===== config.mk =====
export PLATFORM = sky130hd
export DESIGN_NAME = regincr_arbiter
export DESIGN_NICKNAME = d
export VERILOG_FILES = /design/src/rtl/regincr_arb_pkg.sv /design/src/rtl/regincr_arb_rr_picker.sv /design/src/rtl/regincr_arbiter.sv
export SDC_FILE = /design/constraint.sdc
export NUM_CORES = 1
export LEC_CHECK = 0
export CAP_MARGIN = 10
export CORE_ASPECT_RATIO = 0.9
export CORE_MARGIN = 2
export CORE_UTILIZATION = 49
export CTS_CLUSTER_DIAMETER = 150
export DETAILED_ROUTE_END_ITERATION = 6
export PLACE_DENSITY = 0.83
export SLEW_MARGIN = 20
export SYNTH_ARGS = -nofsm -noshare
export SYNTH_HDL_FRONTEND = slang
export SYNTH_HIERARCHICAL = 1
export SYNTH_SLANG_ARGS = --single-unit

===== constraint.sdc =====
create_clock -name clk -period 4 [get_ports clk]
set_input_delay 0.4 -clock clk [delete_from_list [all_inputs] [get_ports clk]]
set_output_delay 0.4 -clock clk [all_outputs]
set_load 0.05 [all_outputs]

===== src/rtl/regincr_arb_pkg.sv =====
// Shared types and constants for the round-robin registered incrementer.
// Optional counter build switch: REGINCR_ARBITER_STATS_EN.
package regincr_arb_pkg;

  localparam int MSG_W    = 8;
  localparam int CNT_W    = 16;
  localparam int MAX_NREQ = 4;
  localparam int IDX_W    = $clog2(MAX_NREQ);

  typedef enum logic [1:0] {
    IDLE = 2'd0,
    CALC = 2'd1,
    RESP = 2'd2
  } state_e;

endpackage


===== src/rtl/regincr_arb_rr_picker.sv =====
// Combinational round-robin picker: first valid requester at or above ptr,
// wrapping modulo NREQ; returns a one-hot grant and its index.
module regincr_arb_rr_picker
  import regincr_arb_pkg::*;
#(
  parameter int NREQ = 2
) (
  input  logic [NREQ-1:0]  req_val,
  input  logic [IDX_W-1:0] ptr,
  output logic [NREQ-1:0]  gnt,
  output logic [IDX_W-1:0] gnt_idx
);

  localparam int SUM_W = IDX_W + 1;

  logic [MAX_NREQ-1:0] val_pad;
  logic [SUM_W-1:0]    sum;
  logic [IDX_W-1:0]    idx;
  logic                found;

  assign val_pad = MAX_NREQ'(req_val);

  always_comb begin
    sum     = '0;
    idx     = '0;
    found   = 1'b0;
    gnt_idx = '0;
    for (int k = 0; k < NREQ; k++) begin
      sum = {1'b0, ptr} + SUM_W'(k);
      if (sum >= SUM_W'(NREQ)) begin
        sum = sum - SUM_W'(NREQ);
      end
      idx = sum[IDX_W-1:0];
      if (!found && val_pad[idx]) begin
        found   = 1'b1;
        gnt_idx = idx;
      end
    end
  end

  always_comb begin
    gnt = '0;
    for (int i = 0; i < NREQ; i++) begin
      gnt[i] = found && (gnt_idx == IDX_W'(i));
    end
  end

endmodule


===== src/rtl/regincr_arbiter.sv =====
// NREQ requesters share one registered +INCR datapath (IDLE/CALC/RESP).
// Define REGINCR_ARBITER_STATS_EN to add the saturating xact_count port.
module regincr_arbiter
  import regincr_arb_pkg::*;
#(
  parameter int          NREQ = 2,
  parameter int unsigned INCR = 1
) (
  input  logic                  clk,
  input  logic                  reset,
  input  logic [NREQ-1:0]       req_val,
  output logic [NREQ-1:0]       req_rdy,
  input  logic [NREQ*MSG_W-1:0] req_msg,
  output logic [NREQ-1:0]       resp_val,
  input  logic [NREQ-1:0]       resp_rdy,
  output logic [MSG_W-1:0]      resp_msg,
  output logic                  busy
`ifdef REGINCR_ARBITER_STATS_EN
  ,
  output logic [CNT_W-1:0]      xact_count
`endif
);

  localparam logic [MSG_W-1:0] INCR_C = MSG_W'(INCR);

  state_e           state_q, state_d;
  logic [IDX_W-1:0] ptr_q, ptr_d;
  logic [IDX_W-1:0] id_q, id_d;
  logic [MSG_W-1:0] op_q, op_d;
  logic [MSG_W-1:0] res_q, res_d;

  logic [NREQ-1:0]  gnt;
  logic [IDX_W-1:0] gnt_idx;
  logic [MSG_W-1:0] gnt_msg;
  logic             resp_fire;

  regincr_arb_rr_picker #(
    .NREQ (NREQ)
  ) u_picker (
    .req_val (req_val),
    .ptr     (ptr_q),
    .gnt     (gnt),
    .gnt_idx (gnt_idx)
  );

  always_comb begin
    gnt_msg = '0;
    for (int i = 0; i < NREQ; i++) begin
      if (gnt[i]) begin
        gnt_msg = req_msg[i*MSG_W +: MSG_W];
      end
    end
  end

  // Ready is forced low while reset is held, even though gnt is live.
  always_comb begin
    req_rdy = '0;
    if (reset && (state_q == IDLE)) begin
      req_rdy = gnt;
    end
  end

  always_comb begin
    resp_val = '0;
    for (int i = 0; i < NREQ; i++) begin
      resp_val[i] = (state_q == RESP) && (id_q == IDX_W'(i));
    end
  end

  assign resp_msg  = res_q;
  assign busy      = (state_q != IDLE);
  assign resp_fire = |(resp_val & resp_rdy);

  always_comb begin
    state_d = state_q;
    ptr_d   = ptr_q;
    id_d    = id_q;
    op_d    = op_q;
    res_d   = res_q;
    case (state_q)
      IDLE: begin
        if (|gnt) begin
          op_d    = gnt_msg;
          id_d    = gnt_idx;
          state_d = CALC;
        end
      end
      CALC: begin
        res_d   = op_q + INCR_C;
        state_d = RESP;
      end
      RESP: begin
        if (resp_fire) begin
          if (id_q == IDX_W'(NREQ - 1)) begin
            ptr_d = '0;
          end else begin
            ptr_d = id_q + 1'b1;
          end
          state_d = IDLE;
        end
      end
      default: state_d = IDLE;
    endcase
  end

  always_ff @(posedge clk or negedge reset) begin
    if (!reset) begin
      state_q <= IDLE;
      ptr_q   <= '0;
      id_q    <= '0;
      op_q    <= '0;
      res_q   <= '0;
    end else begin
      state_q <= state_d;
      ptr_q   <= ptr_d;
      id_q    <= id_d;
      op_q    <= op_d;
      res_q   <= res_d;
    end
  end

`ifdef REGINCR_ARBITER_STATS_EN
  logic [CNT_W-1:0] xact_q, xact_d;

  always_comb begin
    xact_d = xact_q;
    if (resp_fire && (xact_q != '1)) begin
      xact_d = xact_q + 1'b1;
    end
  end

  always_ff @(posedge clk or negedge reset) begin
    if (!reset) begin
      xact_q <= '0;
    end else begin
      xact_q <= xact_d;
    end
  end

  assign xact_count = xact_q;
`endif

endmodule

==> results of run 1 <==
## sequential cells by signal (all words and copies together) (netlist names)
name      cells
op_q          8
ptr_q         2
resp_msg      8
id_q          2
state_q       2
## metal layers
layer  share of wire  GRT usage
met2            0.52     0.3534
met3           0.044    0.04848
met4           0.023    0.07083
met1            0.41     0.2275
met5               0          0
## placed cells by master (no fill, tap or decap), types with 2 or more instances in the layout
master,netlist,layout
nand3_1,2,2
xor2_1,2,2
nor2b_1,6,6
mux2_2,2,2
o2bb2ai_1,5,5
nand2_1,11,11
a22oi_1,8,8
o21ai_0,12,12
nor2_1,4,4
a31oi_1,7,7
or3_1,3,3
nand2b_1,2,2
clkbuf_4,0,3
clkdlybuf4s50_1,0,34
and2_1,3,3
inv_1,2,2
dfrtp_1,22,22
## worst paths after layout
path	from	endpoint
hold reg to reg	resp_msg[1]$_DFFE_PN0N_	resp_msg[1]$_DFFE_PN0N_
max in group asynchronous	reset	ptr_q[0]$_DFFE_PN0P_
min in group clk	resp_msg[1]$_DFFE_PN0N_	resp_msg[1]$_DFFE_PN0N_
setup reg to reg	ptr_q[0]$_DFFE_PN0P_	id_q[0]$_DFFE_PN0P_
setup / recovery	req_val[1]	req_rdy[1]
hold / removal	reset	resp_msg[2]$_DFFE_PN0N_
## logic make-up after synthesis
logic type,share of synthesized area
AND/OR/NAND/NOR,0.1909
flip-flops,0.4883
multiplexers,0.02886
XOR/XNOR,0.02331
other,0.003326
adder cells (fa/ha/maj),0.01110
buffers and inverters,0.02996
AO/OA/AOI/OAI,0.2242
## layout make-up
type                            instances  area share
Sequential cell                        22      0.3615
Multi-Input combinational cell         84      0.3566
Inverter                                3    0.007395
Tap cell                               27     0.02219
Timing Repair Buffer                   35      0.2284
Clock buffer                            4     0.02383
## power breakdown
group          switching (mW)  internal [mW]  total [mW]
registers               0.108          0.325       0.433
logic                   0.378          0.247       0.625
clock network          0.0668         0.0556       0.122
## metrics by stage
stage	hold WS (ps)	instances	area (um^2)
finish	422.5	175	1523
global route	436.6	175	1523
CTS	424.8	175	1523
detailed placement	468.8	171	1486
global placement	461.7	171	1486
floorplan	104.4	113	1127
==> impl_metrics.toml, run 1 <==
[outcome]
outcome = "completed"

[synth]
synth_top_cell_by_area = "dfrtp_1"
syn_area_um2 = 1127
ys_types = 35
synth-main-ff-cell = "dfrtp_1"
yosysSeqAreaShare = 0.4883
async_flop_share = 1.000
ys_seq_elements = 22
synth_area_leaders = "dfrtp_1 49%, o21ai_0 5.3%, a22oi_1 5.3%"
synth_edf_count = 0
avgSynthCellArea_um2 = 9.976
netlist_top_cells_count = "22 x dfrtp_1, 12 x o21ai_0, 11 x nand2_1"
yosys.area.top_type_share = 0.4883
yosysMostFrequentCell = "dfrtp_1"
ys_warn_count = 6
synth_fp_nets = 136
synthCells = 113

[worst_setup_path]
cpMostUsedCell = "clkdlybuf4s50_1"
crit_path_start_kind = "input port"
crit_slowest_cell = "clkdlybuf4s50_1"
worstRegToRegCells = 4
crit_chain = "clkdlybuf4s50_1 > a21boi_2 > nor3b_2 > and2_1 > clkdlybuf4s50_1"
crit_family = "buffers and inverters"
slowest_delay_ps = 790
rrSetupSlack_ps = 2410
crit_cells = 5
cp_max_fo = 11
cp_data_arrival_time_ps = 2660
path_class = "input port to primary output"
worstPathBufferInverterCount = 2
required_ps = 3600
endpoint_kind = "primary output"

[finish]
fin_util = 0.6978
multi_input_area_um2 = 543.0
num-fill-cells = 183
fin_nets = 172
regArea_um2 = 550.5
syn_to_final_growth_pct = 35.07
final_layout_size_suffix_gt1_frac = 0.08784
diodes = 0

[timing]
setup_viol_count_final = 0
fmax_mhz = 327.3
layout_setup_ws_ps = 944.6
finalSetupTns_ps = 0
rsz0062_at_grt = "false"
finalCritPeriodShare = 0.7639
skew_ps = 5.609
drv_slew = 0
finalCriticalPeriod_ps = 3055
hold_violations = 0

[job]
drv_cap = 0

[power_and_ir_drop]
p_per_area_nw_per_um2 = 775.1
total_power_mw = 1.180
ir_drop_mv = 0.4576
p_leak_nw = 0.6228

[global_route]
grt_pass1_vias = 961
grt_max_degree = 25
grt.total_usage = 0.2006
grt_pass1_wl_um = 3995
antenna_found_initial = 0
grt_overflow_total = 0

[place]
port_buffers = 34
dp.final_hpwl_um = 1857
gp_congestion = 0.7637
pre_cts_ws_ps = 953.1

[drt]
drtIter0Drc = 16
viasPerCell = 5.651
drt_wl_total_um = 2355
routedWlPerCell_um = 13.46
postRouteAntennaNets = 0
dr.pass1.iters = 4
drc_errors = 0
via_count = 989

[clocking]
postCtsSetupBuffers = 0
cts_tree = "done"
clkSinkCount = 22
clkLatencyLatePin_ps = 310
clock_path_buffers = 2
clk_pin_slew_ps = 120
root_buffer = "clkbuf_4"
htree_num_levels = 1
postCtsHoldBufs = 0
ctsResizeCount = 0
numCtsBuffers = 3

[floorplanning]
dieWidth_um = 54.56
initial_core_util = 0.5166
io_pins = 35
coreArea_um2 = 2182
dieHeight_um = 49.51
num_rows = 16
fp.dieArea_um2 = 2701

[min_path]
hold_path_class = "input port to async pin"
Note: power is estimated with default switching activity, not from simulation.
==> run 2: changes to the inputs <==
Settings changed: CORE_UTILIZATION 49 to 41, PLACE_DENSITY 0.83 to 0.75.
Clock period 4 ns to 2.7 ns, I/O delays scaled along.
==> run 2 against run 1 <==
  * Worst hold slack worse by 17 ps
  * Clock power up 110%
  * Flip-flop and latch count unchanged
  * Clock-buffer cell count down 1
  * Die area up 18%
  * Via count up 0.20%
  * Sequential share of layout area down 1.1 points
  * Highest routed layer unchanged
==> impl_metrics.toml, run 2 (same netlist as run 1, synthesis figures left out) <==
[worst_setup_path]
rrSetupSlack_ps = 1060
endpoint_kind = "primary output"
crit_chain = "nor3b_1 > and2_1 > clkdlybuf4s50_1"
slowest_delay_ps = 810
crit_slowest_cell = "clkdlybuf4s50_1"
worstRegToRegCells = 4
worstSetupStartpoint = "state_q[0]$_DFFE_PN0P_"
endpoint = "resp_val[1]"
crit_path_start_kind = "flip-flop"
crit_cells = 3
worstReg2RegEnd = "id_q[0]$_DFFE_PN0P_"
crit_family = "buffers and inverters"
worstPathBufferInverterCount = 1
path_class = "flip-flop to primary output"
cp_data_arrival_time_ps = 2190
rr_startpoint = "ptr_q[0]$_DFFE_PN0P_"
required_ps = 2430
cp_max_fo = 6

[finish]
syn_to_final_growth_pct = 39.29
fin_util = 0.5859
num-fill-cells = 239
fin_nets = 173
final_cell_mix = "32 x clkdlybuf4s50_1, 22 x dfrtp_1, 12 x o21ai_0"
final_layout_size_suffix_gt1_frac = 0.1074
final_cells = 179
diodes = 0
layout_commonest_cell = "clkdlybuf4s50_1"

[place]
gp_congestion = 0.8816
dp.final_hpwl_um = 1959
place_inst = 175
port_buffers = 34

[clocking]
cts_tree = "done"
clkLatencyLatePin_ps = 320
postCtsSetupBuffers = 0
clk_pin_slew_ps = 130
postCtsHoldBufs = 0
htree_num_levels = 1
clock_path_buffers = 2
clkSinkCount = 22
root_buffer = "clkbuf_4"
numCtsBuffers = 3
ctsResizeCount = 0

[floorplanning]
dieHeight_um = 53.75
initial_core_util = 0.4206
io_pins = 35
fp.dieArea_um2 = 3185
dieWidth_um = 59.27
coreArea_um2 = 2680
num_rows = 18

[drt]
viasPerCell = 5.536
drc_errors = 0
via_count = 991
routedWlPerCell_um = 14.73
postRouteAntennaNets = 0
drtIter0Drc = 14
dr.pass1.iters = 4
drt_wl_total_um = 2637

[timing]
skew_ps = 13.22
rsz0062_at_grt = "false"
finalCriticalPeriod_ps = 2464
fmax_mhz = 405.8
drv_slew = 0
max_slew_margin = 0.6678
worst_pin_slew_ps = 496.7
setup_viol_count_final = 0
finalSetupTns_ps = 0
hold_violations = 0
finalCritPeriodShare = 0.9127

[global_route]
grt_pass1_vias = 957
grt.total_usage = 0.1834
antenna_found_initial = 0
grt_max_degree = 23
grt_overflow_total = 0
grt_pass1_wl_um = 4333

[power_and_ir_drop]
p_per_area_nw_per_um2 = 1182
ir_drop_mv = 0.4440
p_leak_nw = 0.6443

[job]
drv_cap = 0

[min_path]
hold_path_class = "input port to async pin"

[outcome]
outcome = "completed"
run 2: area by class of cell:
type | instances | area (um^2) | area share
clock buffers | 3 | 22.52 | 0.01434
clock inverters | 1 | 30.03 | 0.01912
inverters | 3 | 11.26 | 0.007171
multi-input cells | 84 | 543.0 | 0.3458
flip-flops and latches | 22 | 550.5 | 0.3506
well taps | 30 | 37.54 | 0.02390
repair buffers | 36 | 375.4 | 0.2390
run 2: through the flow:
stage                     power [mW]  hold slack, ps  setup slack [ps]  cell area (um^2)
after floorplan                1.286          -25.59             965.3              1127
after global routing           1.971           430.9             132.1              1570
after global placement         1.570           461.3             657.6              1518
after detailed placement       1.602           465.9             614.4              1518
after CTS                      1.862           417.2             261.9              1570
final                          1.855           405.4             235.6              1570
run 2: power breakdown:
part           internal (mW)  switching, mW
sequential             0.481          0.161
clock                  0.150          0.106
combinational          0.378          0.578
run 2: worst min path at each step:
stage          slack, ps                      end                    start
2_1_floorplan        -30      id_q[0]$_DFFE_PN0P_                    reset
3_3_place_gp         460  resp_msg[2]$_DFFE_PN0N_  resp_msg[2]$_DFFE_PN0N_
3_5_place_dp         470  resp_msg[1]$_DFFE_PN0N_  resp_msg[1]$_DFFE_PN0N_
4_1_cts              420  resp_msg[3]$_DFFE_PN0N_                    reset
5_1_grt              430  resp_msg[5]$_DFFE_PN0N_                    reset
6_report             410  resp_msg[5]$_DFFE_PN0N_                    reset
run 2: layer usage:
| metal | routed length (um) | vias to the layer above | part of all wire | GRT usage |
|---|---|---|---|---|
| met3 | 92 | 2 | 0.035 | 0.05048 |
| met1 | 1127 | 485 | 0.43 | 0.2195 |
| li1 | - | 483 | - | - |
| met5 | 0 | - | 0 | 0 |
| met4 | 9 | 0 | 0.0034 | 0.03409 |
| met2 | 1408 | 21 | 0.53 | 0.3315 |
==> run 3: changes to the inputs <==
Settings changed: MAX_ROUTING_LAYER set to met4, SETUP_SLACK_MARGIN set to 0.15.
==> run 3 against run 2 <==
  * Flip-flop and latch count did not move
  * Clock-buffer cell count did not move
  * Worst setup slack improved by 120 ps
  * Largest power group unchanged
  * Maximum frequency rose by 4.9%
  * Critical path type unchanged
  * Worst hold slack got worse by 1.2 ps
  * Cell area did not move
==> impl_metrics.toml, run 3 (same netlist as run 1, synthesis figures left out) <==
[outcome]
outcome = "completed"

[power_and_ir_drop]
netSwitchingPower_uw = 832.9
clkPwrFrac = 0.139
combPwrFrac = 0.514
p_leak_nw = 0.6443
sw_frac_of_total = 0.4519
ir_drop_mv = 0.6431
power.internal_mw = 1.010
p_per_area_nw_per_um2 = 1174
power_frac_seq = 0.347
total_power_mw = 1.843

[global_route]
grt_overflow_total = 0
grt_pass1_vias = 883
grt_pass1_wl_um = 4043
grt_max_degree = 23
antenna_found_initial = 0
grt.total_usage = 0.1798

[worst_setup_path]
crit_path_start_kind = "flip-flop"
cp_data_arrival_time_ps = 2080
required_ps = 2430
cp_max_fo = 6
crit_chain = "nor3b_1 > and2_1 > clkdlybuf4s50_1"
rr_startpoint = "ptr_q[0]$_DFFE_PN0P_"
endpoint_kind = "primary output"
path_class = "flip-flop to primary output"
worstSetupStartpoint = "state_q[0]$_DFFE_PN0P_"
crit_slowest_cell = "clkdlybuf4s50_1"
slowest_delay_ps = 790

[clocking]
clkSinkCount = 22
numCtsBuffers = 3
clock_path_buffers = 2
clk_pin_slew_ps = 130
ctsResizeCount = 0
root_buffer = "clkbuf_4"
postCtsSetupBuffers = 0
postCtsHoldBufs = 0
clkLatencyLatePin_ps = 320
htree_num_levels = 1
cts_tree = "done"

[timing]
finalCriticalPeriod_ps = 2348
rsz0062_at_grt = "false"
drv_slew = 0
fin_hold_ws_ps = 404.2
fmax_mhz = 425.9
hold_violations = 0
finalCritPeriodShare = 0.8697
finalSetupTns_ps = 0
setup_viol_count_final = 0
max_slew_margin = 0.6679
skew_ps = 15.67
worst_pin_slew_ps = 496.6

[drt]
drc_errors = 0
dr.pass1.iters = 4
drt_wl_total_um = 2519
routedWlPerCell_um = 14.07
postRouteAntennaNets = 0
viasPerCell = 5.453
drtIter0Drc = 20
via_count = 976

[floorplanning]
dieHeight_um = 53.75
io_pins = 35
coreArea_um2 = 2680
fp.dieArea_um2 = 3185
num_rows = 18
dieWidth_um = 59.27
initial_core_util = 0.4206

[place]
dp.final_hpwl_um = 1934
port_buffers = 34
gp_congestion = 0.9144
placed_cell_area_um2 = 1518

[finish]
final_cell_mix = "32 x clkdlybuf4s50_1, 22 x dfrtp_1, 12 x o21ai_0"
diodes = 0
final_layout_size_suffix_gt1_frac = 0.1074
layout_commonest_cell = "clkdlybuf4s50_1"
stdcell_area_um2 = 1570
syn_to_final_growth_pct = 39.29
fin_nets = 173

[job]
drv_cap = 0

[min_path]
hold_path_class = "input port to async pin"
==> run 3: power by group through the flow <==
| stage | Combinational (mW) | Sequential [mW] | Clock (mW) |
|---|---|---|---|
| floorplan | 0.476 | 0.810 | 0 |
| global placement | 0.932 | 0.637 | 0 |
| detailed placement | 0.953 | 0.647 | 0 |
| CTS | 0.955 | 0.641 | 0.260 |
| global route | 1.03 | 0.666 | 0.275 |
| finish | 0.948 | 0.640 | 0.255 |
==> run 3: path summary, 6_finish.rpt <==
kind	slack, ps	to	cells after the start
max in group asynchronous	2050	id_q[0]$_DFFE_PN0P_	2
min reg2reg	490	resp_msg[4]$_DFFE_PN0N_	2
max	350	resp_val[1]	3
min in group clk	490	resp_msg[4]$_DFFE_PN0N_	2
min	400	resp_msg[2]$_DFFE_PN0N_	2
max reg2reg	1060	id_q[0]$_DFFE_PN0P_	4
==> run 3: worst max-delay path, delay by kind of cell (launching register included) <==
kind | cells | cell delay [ps]
simple gates | 2 | 490
buf+inv | 1 | 790
flops | 1 | 480
==> run 3: metal layers <==
layer | global-route usage | part of all wire
met2 | 0.3150 | 0.50
met4 | 0.03409 | 0.0064
met5 | - | 0
met3 | 0.05048 | 0.045
met1 | 0.2075 | 0.44
==> run 3: final cells by class <==
| type | instances | area [um^2] |
|---|---|---|
| multi-input combinational | 84 | 543.0 |
| clock buffer | 3 | 22.52 |
| clock inverter | 1 | 30.03 |
| fill | 243 | 1110 |
| timing repair buffer | 36 | 375.4 |
| tap | 30 | 37.54 |
| sequential | 22 | 550.5 |
| inverter | 3 | 11.26 |
==> run 3: per-stage QoR <==
stage / util / setup WS, ps / cells
after global routing: 0.5859 / 262.4 / 179
after CTS: 0.5859 / 330.9 / 179
final: 0.5859 / 351.8 / 179
after global placement: 0.5663 / 666.9 / 175
after floorplan: - / 965.3 / 113
after detailed placement: 0.5663 / 611.0 / 175
==> patch 1 (flow settings as in run 1) <==
`NREQ` is set to 2 in 2 places; all go to 4.
--- a/src/rtl/regincr_arb_rr_picker.sv
+++ b/src/rtl/regincr_arb_rr_picker.sv
@@ -4,5 +4,5 @@
   import regincr_arb_pkg::*;
 #(
-  parameter int NREQ = 2
+  parameter int NREQ = 4
 ) (
   input  logic [NREQ-1:0]  req_val,
--- a/src/rtl/regincr_arbiter.sv
+++ b/src/rtl/regincr_arbiter.sv
@@ -4,5 +4,5 @@
   import regincr_arb_pkg::*;
 #(
-  parameter int          NREQ = 2,
+  parameter int          NREQ = 4,
   parameter int unsigned INCR = 1
 ) (
Ports: changed (5 resized); port bits go from 35 to 59. No check against the original RTL was run, so the function may have changed too.
==> patch 1 against run 1 <==
  * Clock power is 40% higher
  * Via count rose by 51%
  * Routed wire length grew 58%
  * Synthesized area is 30% higher
  * First-iteration DRC count grew to 5.8 times the old value
  * Clock skew increased by 0.0053 ns
  * Setup slack got worse by 0.18 ns
  * Sequential cell count did not move
  * Total power grew 28%
  * Cell area increased by 38%
==> patch 1: results (changes against run 1) <==
Outcome:
- Run status: complete, no violations (unchanged).

Finish:
- The count of flip-flops and latches was 22 (unchanged).
- The net count of the finished layout is 264 (was 172).
- The fraction of layout instances using a drive strength above 1 is 6.94% (was 8.78%).
- The combined area of the multi-input logic cells was 831 µm² (was 543 µm²).
- The utilization after layout is 75.5% (was 69.8%).
- The proportion of cell area occupied by registers came to 26.1% (was 36.2%).

Synth:
- The post-synthesis mux area share is 4.26% (was 2.89%).
- The synthesized net count is 209 (was 136).
- The distinct cell type count of the synthesized netlist came to 43 (was 35).
- Top cells by area, synth: sky130_fd_sc_hd__dfrtp_1 37%, sky130_fd_sc_hd__o21ai_0 5.8%, sky130_fd_sc_hd__a221oi_1 4.8%, sky130_fd_sc_hd__ha_1 4.3%, sky130_fd_sc_hd__o31ai_1 3.6% (was sky130_fd_sc_hd__dfrtp_1 49%, sky130_fd_sc_hd__o21ai_0 5.3%, sky130_fd_sc_hd__a22oi_1 5.3%, sky130_fd_sc_hd__a31oi_1 3.9%, sky130_fd_sc_hd__o2bb2ai_1 3.9%).
- The share of the synthesized netlist area taken by xor and xnor gates came to 1.79% (was 2.33%).
- The register area share after synthesis is 37.4% (was 48.8%).

Detailed routing:
- The initial DRC count is 93 (was 16).
- The length of routed wiring on met1 came to 1680 µm (was 965 µm).
- The routed wirelength normalized by instance count came to 14.5 µm (was 13.5 µm).

Timing:
- The worst setup skew after layout is 0.0109 ns (was 0.00561 ns).

Power:
- The reported net switching power is 0.721 mW (was 0.552 mW).
- The peak ir drop on the vdd network is 296 µV (was 458 µV).
- The leakage component of the power is 0.866 nW (was 0.623 nW).
- The register share of total power came to 29.1% (was 36.7%).

Place:
- The post-DP HPWL is 2940 µm (was 1860 µm).

Global routing:
- The pin count of the biggest net entering global routing is 27 (was 25).

Worst setup path:
- The largest fanout on the critical path is 9 (was 11).
- The critical path data arrival time is 2.84 ns (was 2.66 ns).
- The launch instance of the worst register-to-register path was ptr_q[1] (was ptr_q[0]).
patch 1: cell types whose count changed after synthesis, sizes merged, moves of 6 or more:
cell,delta
a22oi,-6
o31ai,+7
a221oi,+8
clkbuf,+6
inv,+6
o22ai,+7
patch 1: worst max-delay path by stage:
stage               depth (start not counted)         end       start
floorplan                                   5  req_rdy[2]    ptr_q[1]
global placement                            6  req_rdy[2]  req_val[0]
detailed placement                          6  req_rdy[2]  req_val[0]
CTS                                         6  req_rdy[2]  req_val[0]
global route                                6  req_rdy[2]  req_val[0]
finish                                      6  req_rdy[2]  req_val[0]
patch 1: metrics by stage:
stage,worst slack (ns),total power [mW]
2_1_floorplan,1.86,1.09
3_3_place_gp,0.888,1.31
3_5_place_dp,0.799,1.34
4_1_cts,0.769,1.51
5_1_grt,0.550,1.63
6_report,0.764,1.51
==> patch 2 (config.mk and constraints of run 1) <==
Made on the original files. The 3 states of `state_e` get a one-hot encoding in 3 bits.
--- a/src/rtl/regincr_arb_pkg.sv
+++ b/src/rtl/regincr_arb_pkg.sv
@@ -8,8 +8,8 @@
   localparam int IDX_W    = $clog2(MAX_NREQ);
 
-  typedef enum logic [1:0] {
-    IDLE = 2'd0,
-    CALC = 2'd1,
-    RESP = 2'd2
+  typedef enum logic [2:0] {
+    IDLE = 3'b001,
+    CALC = 3'b010,
+    RESP = 3'b100
   } state_e;
 
Function: same outputs for any inputs over 10 cycles, from zero or initial values and one cycle with reset low; not proved beyond that.
==> patch 2 against run 1 <==
  * Global-route usage increased by 1.2 points
  * Maximum frequency increased by 0.11%
  * Sequential share of layout area decreased by 0.14 points
  * Clock power decreased by 12%
  * Total power increased by 4.2%
  * Setup slack improved by 0.0033 ns
  * Synthesized area increased by 8.0%
  * Sequential cell count increased by 1
  * Cell area increased by 5.2%
  * Core utilization decreased by 3.2 points
  * Routed wire length increased by 12%
  * Worst hold slack got worse by 0.0085 ns
  * Critical endpoint unchanged
  * Largest cell class is now multi-input combinational cells
  * Highest routed layer unchanged
==> patch 2: results (changes against run 1) <==
Worst setup path:
- The register-to-register setup slack is 2.29 ns (was 2.41 ns).
- The capture point of the worst reg-to-reg path is op_q[5] (was id_q[0]).
- The critical path data arrival time came to 2.65 ns (was 2.66 ns).
- The launch instance of the worst register-to-register path is state_q[0] (was ptr_q[0]).

Timing:
- The worst setup skew after layout is 0.0140 ns (was 0.00561 ns).

Finish:
- The net count of the finished layout is 183 (was 172).
- The fill cell instance count of the final layout is 215 (was 183).
- The fraction of layout instances using a drive strength above 1 is 8.18% (was 8.78%).

Place:
- The pre-CTS setup slack came to 0.951 ns (was 0.953 ns).
- The post-DP HPWL is 2010 µm (was 1860 µm).
- The final estimated routing congestion in global placement is 0.824 (was 0.764).
- The standard cell area after detailed placement is 0.00157 mm² (was 0.00149 mm²).

Global routing:
- The via count of the first global-routing pass is 1019 (was 961).
- The global-route wire length before repair is 4730 µm (was 4000 µm).
- The total track usage came to 21.3% (was 20.1%).
- The pin count of the biggest net entering global routing is 26 (was 25).

Synth:
- The distinct cell type count of the synthesized netlist is 40 (was 35).
- The register area share after synthesis is 47.4% (was 48.8%).

Outcome:
- Run status: complete, no violations (unchanged).

Power:
- The reported net switching power came to 0.581 mW (was 0.552 mW).
- The peak ir drop on the vdd network came to 478 µV (was 458 µV).
- The leakage component of the power is 0.657 nW (was 0.623 nW).

Detailed routing:
- The initial DRC count is 23 (was 16).
- The detailed-route wire length is 2640 µm (was 2360 µm).
- The number of vias per cell after detailed routing is 5.71 (was 5.65).
[patch 2: changes by cell type after synthesis, moves of 2 or more]
cell	run 1	this run
sky130_fd_sc_hd__a21oi_1	1	3
sky130_fd_sc_hd__a31oi_1	7	9
sky130_fd_sc_hd__buf_2	3	0
sky130_fd_sc_hd__clkbuf_1	0	5
sky130_fd_sc_hd__nand2b_1	2	0
sky130_fd_sc_hd__nand3_1	2	5
sky130_fd_sc_hd__nor2b_1	6	8
sky130_fd_sc_hd__o21ai_0	12	14
sky130_fd_sc_hd__o2bb2ai_1	5	2
[patch 2: final cells by class]
type                       instances  share of cell area (%)
inverter                           4                   0.937
tap                               28                    2.19
multi-input combinational         93                    37.4
clock inverter                     1                   0.312
clock buffer                       3                    1.41
timing repair buffer              35                    21.7
sequential                        23                    36.0
[patch 2: cells by family (layout without fill, tap and decap cells)]
logic type	count (synthesis)	count (layout)	synth area share (%)
adders and majority gates	1	1	1.03
and+or+nand+nor	43	43	21.0
muxes	3	3	2.67
other	1	1	0.308
DFF	23	23	47.4
AOI/OAI and AO/OA	42	42	22.1
xor gates and xnor gates	3	3	2.16
buffers and inverters	10	43	3.39
[patch 2: worst max-delay path: stages]
cell and delay (ns):
sky130_fd_sc_hd__clkdlybuf4s50_1 0.49, sky130_fd_sc_hd__a21boi_2 0.41, sky130_fd_sc_hd__and4bb_2 0.41, sky130_fd_sc_hd__and2_1 0.15
sky130_fd_sc_hd__clkdlybuf4s50_1 0.79
[patch 2: how the worst max path moves through the flow]
stage	depth (start not counted)	from	slack, ns	end
6_report	5	req_val[1]	0.95	req_rdy[1]
5_1_grt	5	req_val[1]	0.81	req_rdy[1]
4_1_cts	5	req_val[1]	0.94	req_rdy[1]
3_5_place_dp	5	req_val[1]	0.95	req_rdy[1]
3_3_place_gp	5	req_val[1]	0.99	req_rdy[1]
2_1_floorplan	4	req_val[1]	2.08	req_rdy[0]
[patch 2: power groups by stage]
stage	clock, mW	sequential [mW]	combinational, mW
5_1_grt	0.125	0.490	0.718
3_5_place_dp	0	0.471	0.658
3_3_place_gp	0	0.461	0.640
6_report	0.107	0.469	0.653
4_1_cts	0.113	0.466	0.660
2_1_floorplan	0	0.561	0.356
[patch 2: per-layer routing]
metal	track usage, %	vias to the layer above	part of all wire, %
li1	-	522	-
met1	28.6	499	44
met2	34.1	43	48
met3	5.57	4	6.9
met4	5.95	0	1.1
met5	0	-	0
[patch 2: stage by stage]
stage,power [mW],utilization [%],instances
final,1.23,66.6,187
after detailed placement,1.13,65.5,183
after CTS,1.24,66.6,187
after global routing,1.33,66.6,187
after global placement,1.10,65.5,183
after floorplan,0.917,-,126
